[src/rtl/adder_share_arbiter.sv]
// adder_share_arbiter: four requesters share one N-bit unsigned adder.
// A round-robin grant accepts at most one operation per cycle. The
// {carry, sum} result is registered with valid/ready backpressure and is
// tagged with the index of the requester that produced it.
module adder_share_arbiter #(
  parameter int N = 8
) (
  input  logic           clk,
  input  logic           rst,
  input  logic [3:0]     req_valid,
  input  logic [4*N-1:0] req_a,
  input  logic [4*N-1:0] req_b,
  output logic [3:0]     req_ready,
  output logic           res_valid,
  input  logic           res_ready,
  output logic [N-1:0]   res_sum,
  output logic           res_cout,
  output logic [1:0]     res_id
);

  logic [1:0]   ptr_q, ptr_d;
  logic         res_valid_q, res_valid_d;
  logic [N-1:0] res_sum_q, res_sum_d;
  logic         res_cout_q, res_cout_d;
  logic [1:0]   res_id_q, res_id_d;

  logic         slot_free;
  logic         gnt_any;
  logic [1:0]   gnt_idx;
  logic [3:0]   gnt_onehot;
  logic [N-1:0] a_sel, b_sel;
  logic [N:0]   add_full;

  // The result register can take a new value when it is empty, or when it
  // is being consumed in this same cycle.
  assign slot_free = !res_valid_q || res_ready;

  // Round-robin scan starting at ptr. The first valid requester wins.
  // Operands are never inspected, so the grant does not depend on them.
  always_comb begin
    logic [1:0] idx;
    gnt_any    = 1'b0;
    gnt_idx    = 2'd0;
    gnt_onehot = 4'b0000;
    idx        = 2'd0;
    if (slot_free && !rst) begin
      for (int k = 0; k < 4; k++) begin
        idx = ptr_q + 2'(k);
        if (!gnt_any && req_valid[idx]) begin
          gnt_any         = 1'b1;
          gnt_idx         = idx;
          gnt_onehot[idx] = 1'b1;
        end
      end
    end
  end

  assign req_ready = gnt_onehot;

  // Select the granted requester's operands and feed them to the shared adder.
  always_comb begin
    a_sel = '0;
    b_sel = '0;
    for (int i = 0; i < 4; i++) begin
      if (gnt_idx == 2'(i)) begin
        a_sel = req_a[i*N +: N];
        b_sel = req_b[i*N +: N];
      end
    end
  end

  // Unsigned add at full N+1 width; the top bit is the carry-out.
  assign add_full = {1'b0, a_sel} + {1'b0, b_sel};

  // Next state of the result slot and the pointer. A grant in the same
  // cycle as a consume overwrites the slot, giving one result per cycle.
  // A stalled result is left untouched.
  always_comb begin
    ptr_d       = ptr_q;
    res_valid_d = res_valid_q;
    res_sum_d   = res_sum_q;
    res_cout_d  = res_cout_q;
    res_id_d    = res_id_q;
    if (gnt_any) begin
      res_valid_d = 1'b1;
      res_sum_d   = add_full[N-1:0];
      res_cout_d  = add_full[N];
      res_id_d    = gnt_idx;
      ptr_d       = gnt_idx + 2'd1;
    end else if (res_valid_q && res_ready) begin
      res_valid_d = 1'b0;
    end
  end

  // Registered state with synchronous active-high reset.
  always_ff @(posedge clk) begin
    if (rst) begin
      ptr_q       <= 2'd0;
      res_valid_q <= 1'b0;
      res_sum_q   <= '0;
      res_cout_q  <= 1'b0;
      res_id_q    <= 2'd0;
    end else begin
      ptr_q       <= ptr_d;
      res_valid_q <= res_valid_d;
      res_sum_q   <= res_sum_d;
      res_cout_q  <= res_cout_d;
      res_id_q    <= res_id_d;
    end
  end

  assign res_valid = res_valid_q;
  assign res_sum   = res_sum_q;
  assign res_cout  = res_cout_q;
  assign res_id    = res_id_q;

endmodule
[config.mk]
export PLATFORM = sky130hd
export DESIGN_NAME = adder_share_arbiter
export DESIGN_NICKNAME = d
export VERILOG_FILES = /design/src/rtl/adder_share_arbiter.sv
export SDC_FILE = /design/constraint.sdc
export NUM_CORES = 1
export LEC_CHECK = 0
export CORE_MARGIN = 2
export CORE_UTILIZATION = 38
export CTS_CLUSTER_SIZE = 25
export DETAILED_ROUTE_END_ITERATION = 12
export GPL_TIMING_DRIVEN = 0
export PLACE_DENSITY = 0.85
export RECOVER_POWER = 100
export SYNTH_ARGS = -nofsm -noshare
export SYNTH_HDL_FRONTEND = slang
export SYNTH_SLANG_ARGS = --single-unit
[constraint.sdc]
create_clock -name clk -period 4.8 [get_ports clk]
set_clock_uncertainty 0.05 [all_clocks]
set_input_delay 0.96 -clock clk [delete_from_list [all_inputs] [get_ports clk]]
set_output_delay 0.96 -clock clk [all_outputs]
set_load 0.1 [all_outputs]
==> flow_summary.json, run 1 <==
{
  "p_comb_frac": 0.809,
  "grt_antenna_before_repair": 0,
  "synth_edf_count": 0,
  "synth_top_area_frac": 0.1529,
  "slowest_stage": "mux4_2",
  "cpPeakStageDelay_ps": 510,
  "p_switching_mw": 0.8338,
  "clock_latency_ps": 250,
  "internal_power_mw": 0.7609,
  "wl_per_cell_um": 14.44,
  "crit_end": "res_sum[5]",
  "path_max_fanout": 6,
  "cp_data_required_time_ps": 4900,
  "use_met2": 0.3998,
  "cap_violations": 0,
  "area.growth.synth_to_final_pct": 68.60,
  "firstDrtPassIters": 6,
  "dpl.cell_count": 396,
  "status": "completed",
  "crit_path_end_kind": "flip-flop",
  "core_sq_um": 4692,
  "synth.most_common_cell": "nor2_1",
  "total_leakage_power_nw": 1.319,
  "fillers": 388,
  "r2r_slack_ps": 110,
  "r2r-start": "ptr_q[0]",
  "gp_congestion": 0.9123,
  "synth_top_flop_cell": "dfxtp_1",
  "row_count": 25,
  "diodes": 0,
  "io_buffers": 84,
  "synth_area_leader_cell": "dfxtp_1",
  "syn-cell-area_sq_um": 1833,
  "ys_ff_latch": 14,
  "dieArea_sq_um": 5395,
  "mappedNetlistNets": 350,
  "cts-root-buf": "clkbuf_8",
  "met3_usage": 0.04390,
  "hold_viol": 0,
  "critPathKind": "input pin to flip-flop",
  "ant_nets": 0,
  "final_nets": 461,
  "power_switching_share": 0.5229,
  "htreeDepth": 1,
  "drtIter0Drc": 115,
  "grt_pass1_vias": 2219,
  "p_per_area_nw_per_um2": 516.0,
  "syn_area_per_cell_sq_um": 7.105,
  "max_freq_mhz": 211.7,
  "synth_cell_type_count": 45,
  "numCtsBuffers": 3,
  "clkPwrFrac": 0.074,
  "worst_hold_slack_ps": 407.0,
  "start_kind": "input pin",
  "grt_pass1_wl_um": 9439,
  "hpwl_um": 4506,
  "cts_tree": "built",
  "busiest_layer": "met2",
  "slew_violations": 0,
  "finalSetupViolCount": 0,
  "sequentialPowerShare": 0.117,
  "met1_usage": 0.2502,
  "initial_core_util": 0.3907,
  "yosys_warnings": 0,
  "grt.overflow.total": 0,
  "io_pins": 87,
  "die_w_um": 73.45,
  "wl_um": 6095,
  "fin_crit_sh": 0.9839,
  "drive_above_1_share": 0.1875,
  "stdcell_count": 422,
  "r2r_cells": 21,
  "worst_pin_slew_ps": 969.6,
  "crit_chain": "clkdlybuf4s15_1, mux4_2, nor2_2, nor2_2, o41ai_4, inv_1, ha_2, nor2b_4, a22oi_1, nor2_1, a21oi_1, o21ai_2, ha_1, a211oi_2, nor2_1, o21a_1, or3_1, a31o_2",
  "drcViolationCount": 0,
  "synth_seq_area_share": 0.1529,
  "synth_common_cells": "35 x nor2_1, 32 x nand2_1, 30 x a21oi_1",
  "synthArstFlopShare": 0,
  "worstSetupStartpoint": "req_valid[1]",
  "period_needed_ps": 4723,
  "min_path_type": "flip-flop to flip-flop",
  "final_util": 0.6587,
  "synth_cells": 258,
  "max-slew-margin-rel": 0.3515,
  "ir_worst_vdd_mv": 0.2054,
  "cts_sinks": 14,
  "die_h_um": 73.45,
  "synthTopCellsByArea": "dfxtp_1 15%, ha_1 14%, a21oi_1 8.2%",
  "clockBufferDepth": 2,
  "vias": 2342,
  "grt_max_degree": 11,
  "cp_data_arrival_time_ps": 4820,
  "r2r-end": "res_sum[5]",
  "viasPerCell": 5.550,
  "grt_use_total": 0.2199,
  "clk_pin_slew_ps": 60
}
## through the flow
| step | total power [mW] | setup WS (ps) | TNS (ps) | area [sq um] |
|---|---|---|---|---|
| final | 1.595 | 77.35 | 0 | 3090 |
| after CTS | 1.474 | 5.245 | 0 | 2944 |
| after floorplan | 1.021 | 19.76 | 0 | 1839 |
| after global placement | 1.262 | -837.4 | -4712 | 2748 |
| after global routing | 1.706 | -26.70 | -43.73 | 3090 |
| after detailed placement | 1.286 | -897.9 | -5651 | 2748 |
## flip-flops by register name, indices dropped and copies added (netlist names)
name,flops
res_cout,1
res_sum,8
res_valid,1
res_id,2
ptr_q,2
## final cells by class
cell class              count  area [sq um]  area share
flip-flops and latches     14         285.3     0.09231
inverters                   6         22.52    0.007287
clock buffers               4         55.05     0.01781
repair buffers            107          1016      0.3287
multi-input cells         219          1513      0.4895
well taps                  54         67.56     0.02186
plain buffers              18         131.4     0.04251
## worst max-delay path: cells and delay by family
family                   cells  cell delay (ps)
AO/OA/AOI/OAI                7             1630
adder cells (fa/ha/maj)      2              550
buffers and inverters        2              360
multiplexers                 1              510
AND/OR/NAND/NOR              6              810
## worst min-delay path by stage
stage | startpoint | to | slack (ps) | cells after the start
after detailed placement | res_sum[0] | res_sum[0] | 400 | 2
after floorplan | ptr_q[1] | ptr_q[1] | 600 | 2
after CTS | res_sum[0] | res_sum[0] | 410 | 2
after global routing | res_sum[1] | res_sum[1] | 440 | 2
after global placement | res_sum[0] | res_sum[0] | 400 | 2
final | res_sum[0] | res_sum[0] | 410 | 2
## cell usage in the layout (no fill, tap or decap), types with 4 or more instances in the layout
cell type,count
clkbuf_8,5
nor2_1,33
a22oi_1,14
clkdlybuf4s50_1,77
o21ai_0,13
o21ai_1,8
nand3_1,5
dfxtp_1,12
nand3b_1,6
a21o_1,5
a221oi_1,4
ha_1,17
dlygate4sd2_1,4
buf_6,4
buf_4,23
clkbuf_2,6
clkbuf_1,4
inv_1,5
nand2_1,32
a21oi_1,29
## power groups by stage
stage	Clock [mW]	Combinational [mW]	Sequential [mW]
CTS	0.119	1.17	0.185
detailed placement	0	1.10	0.187
finish	0.119	1.29	0.186
global route	0.122	1.39	0.191
global placement	0	1.08	0.185
floorplan	0	0.602	0.419
## cell families (layout without fill, tap and decap cells)
| family | Yosys count | count (layout) | synth area share |
|---|---|---|---|
| compound gates | 95 | 95 | 0.3372 |
| xor+xnor | 3 | 3 | 0.01434 |
| fa+ha+maj | 21 | 21 | 0.1474 |
| buf+inv | 25 | 135 | 0.06553 |
| flops | 14 | 14 | 0.1529 |
| mux | 4 | 4 | 0.04368 |
| simple gates | 96 | 96 | 0.2389 |
## what timing repair did
action	in CTS	in global routing
setup buffers	12	10
endpoints found under the hold margin	0	0
resized for setup	32	27
endpoints found under the setup margin	12	5
gates cloned	0	1
pin swaps	12	18
hold buffers	0	0
## metal layers
layer  vias to the layer above  share of wire
met1                      1060           0.39
met5                         -              0
met2                       114           0.52
li1                       1156              -
met4                         0          0.015
met3                        12          0.077
No activity file was read; power rests on OpenSTA's default activity.
==> run 2, diff against run 1 <==
--- a/config.mk
+++ b/config.mk
@@ -7,11 +7,13 @@
 export LEC_CHECK = 0
 export CORE_MARGIN = 2
 export CORE_UTILIZATION = 38
+export CTS_BUF_LIST = sky130_fd_sc_hd__clkbuf_4 sky130_fd_sc_hd__clkbuf_8 sky130_fd_sc_hd__clkbuf_16
 export CTS_CLUSTER_SIZE = 25
 export DETAILED_ROUTE_END_ITERATION = 12
 export GPL_TIMING_DRIVEN = 0
 export PLACE_DENSITY = 0.85
 export RECOVER_POWER = 100
+export SKIP_CTS_REPAIR_TIMING = 1
 export SYNTH_ARGS = -nofsm -noshare
 export SYNTH_HDL_FRONTEND = slang
 export SYNTH_SLANG_ARGS = --single-unit
==> constraint.sdc (replaced) <==
create_clock -name clk -period 3.9 [get_ports clk]
set_clock_uncertainty 0.05 [all_clocks]
set_input_delay 0.78 -clock clk [delete_from_list [all_inputs] [get_ports clk]]
set_output_delay 0.78 -clock clk [all_outputs]
set_load 0.1 [all_outputs]
==> run 2 against run 1 <==
The flow now finishes with violations (setup timing). First-iteration DRC count down 21%. Worst setup slack worse by 640 ps. Core utilization up 6.5 points. Global-route usage down 0.98 points. Sequential power up 25%. Final area up 9.8%. Critical path depth up 3. Sequential cell count unchanged. Power up 43%. Non-clock buffer count up 13. Register-to-register slack worse by 660 ps. Wire length up 12%. Critical path type unchanged. Highest routed layer unchanged.
==> flow_summary.json, run 2 (synthesis results as in run 1) <==
{
  "htreeDepth": 1,
  "cp_data_required_time_ps": 3980,
  "crit_end": "res_sum[6]",
  "r2r_slack_ps": -550,
  "cts_sinks": 14,
  "clockBufferDepth": 2,
  "start_kind": "input pin",
  "fin_crit_sh": 1.143,
  "gp_congestion": 0.8179,
  "vias": 2417,
  "diodes": 0,
  "setup_ws_ps": -558.3,
  "total_leakage_power_nw": 1.427,
  "finalSetupViolCount": 7,
  "grt.overflow.total": 0,
  "ir_worst_vdd_mv": 0.5071,
  "slew_violations": 0,
  "die_w_um": 73.45,
  "crit_path_end_kind": "flip-flop",
  "p_per_area_nw_per_um2": 671.9,
  "numCtsBuffers": 3,
  "r2r-end": "res_sum[6]",
  "final_nets": 474,
  "r2r-start": "ptr_q[1]",
  "largest_reg_flops": 8,
  "cap_violations": 0,
  "path_max_fanout": 9,
  "hold_viol": 0,
  "drtIter0Drc": 91,
  "final_cell_mix": "77 x clkdlybuf4s50_1, 32 x buf_4, 31 x nand2_1, 28 x nor2_1, 28 x a21oi_1",
  "stdcell_count": 435,
  "area.growth.synth_to_final_pct": 85.12,
  "finalInstanceArea_sq_um": 3393,
  "core_sq_um": 4692,
  "max-slew-margin-rel": 0.3416,
  "final_common_cell": "clkdlybuf4s50_1",
  "critPathKind": "input pin to flip-flop",
  "ant_nets": 0,
  "dpl.cell_count": 396,
  "max_freq_mhz": 224.3,
  "wl_um": 6821,
  "cts_tree": "built",
  "failed_checks": "setup timing",
  "fillers": 344,
  "r2r_cells": 22,
  "drcViolationCount": 0,
  "grt_pass1_wl_um": 9149,
  "worstSetupStartpoint": "req_valid[3]",
  "grt_pass1_vias": 2128,
  "place_area_sq_um": 2861,
  "min_path_type": "flip-flop to flip-flop",
  "grt_use_total": 0.2100,
  "tns_ps": -2366,
  "final_util": 0.7232,
  "clk_pin_slew_ps": 50,
  "row_count": 25,
  "grt_antenna_before_repair": 0,
  "grt_max_degree": 11,
  "drive_above_1_share": 0.2887,
  "status": "complete, but fails checks",
  "io_buffers": 84,
  "io_pins": 87,
  "hpwl_um": 4578,
  "dieArea_sq_um": 5395,
  "worst_pin_slew_ps": 984.4,
  "cts-root-buf": "clkbuf_8",
  "wl_per_cell_um": 15.68,
  "rsz0062_at_grt": "true",
  "hp-start": "res_sum[1]",
  "initial_core_util": 0.3907,
  "firstDrtPassIters": 4,
  "die_h_um": 73.45,
  "viasPerCell": 5.556,
  "cp_data_arrival_time_ps": 4540,
  "period_needed_ps": 4458,
  "clock_latency_ps": 250
}
==> run 2: cell count changes in the layout (fill, tap and decap cells not counted), sizes merged <==
cell / previous run / this run
clkinvlp: 0 / 1
buf: 31 / 47
inv: 5 / 4
dlymetal6s2s: 0 / 2
clkdlybuf4s15: 1 / 0
dlygate4sd2: 4 / 0
==> run 2: worst min-delay path by stage <==
stage	end	slack, ps	cells after the start
global route	res_id[1]	440	1
global placement	res_sum[1]	400	2
finish	res_sum[1]	410	2
detailed placement	res_sum[1]	410	2
floorplan	ptr_q[1]	630	2
CTS	res_sum[1]	420	2
==> run 2: layer usage <==
| metal | up-vias | track usage | wire length, um |
|---|---|---|---|
| li1 | 1185 | - | - |
| met2 | 86 | 0.3948 | 3761 |
| met1 | 1131 | 0.2463 | 2649 |
| met4 | 0 | 0.04242 | 135 |
| met3 | 15 | 0.03704 | 274 |
| met5 | - | 0 | 0 |
==> run 2: cell type report <==
| cell class | instances | area (sq um) | share of cell area |
|---|---|---|---|
| clock buffer | 4 | 55.05 | 0.01622 |
| buffer | 17 | 147.6 | 0.04351 |
| inverter | 6 | 33.78 | 0.009956 |
| tap | 54 | 67.56 | 0.01991 |
| timing repair buffer | 121 | 1131 | 0.3333 |
| multi-input combinational | 219 | 1670 | 0.4923 |
| sequential | 14 | 287.8 | 0.08481 |
==> run 2: critical path, stage by stage <==
cell and delay [ps]:
buf_2 150, mux4_4 680, nor2b_4 200, o211ai_4 100, o41ai_4 80, buf_6 180, inv_4 40, ha_4 150
nor2b_4 150, clkbuf_16 150, a22oi_2 130, nor2_1 70, a21oi_1 130, o21ai_1 80, ha_2 220, fa_2 410
a211o_1 330, a21oi_2 120, o21bai_1 90, xnor2_1 220, o21ai_1 80
==> run 2: power by group <==
part / internal [mW] / switching (mW)
registers: 0.194 / 0.0375
logic: 0.849 / 1.06
clock network: 0.0896 / 0.0539
==> run 2: through the flow <==
step                power, mW  hold WS [ps]  setup slack (ps)
global placement        1.649         399.0             -1165
finish                  2.280         410.3            -558.3
global route            2.428         443.5            -734.4
detailed placement      1.678         408.6             -1242
floorplan               1.346         634.7            -415.4
CTS                     1.825         416.1             -1009
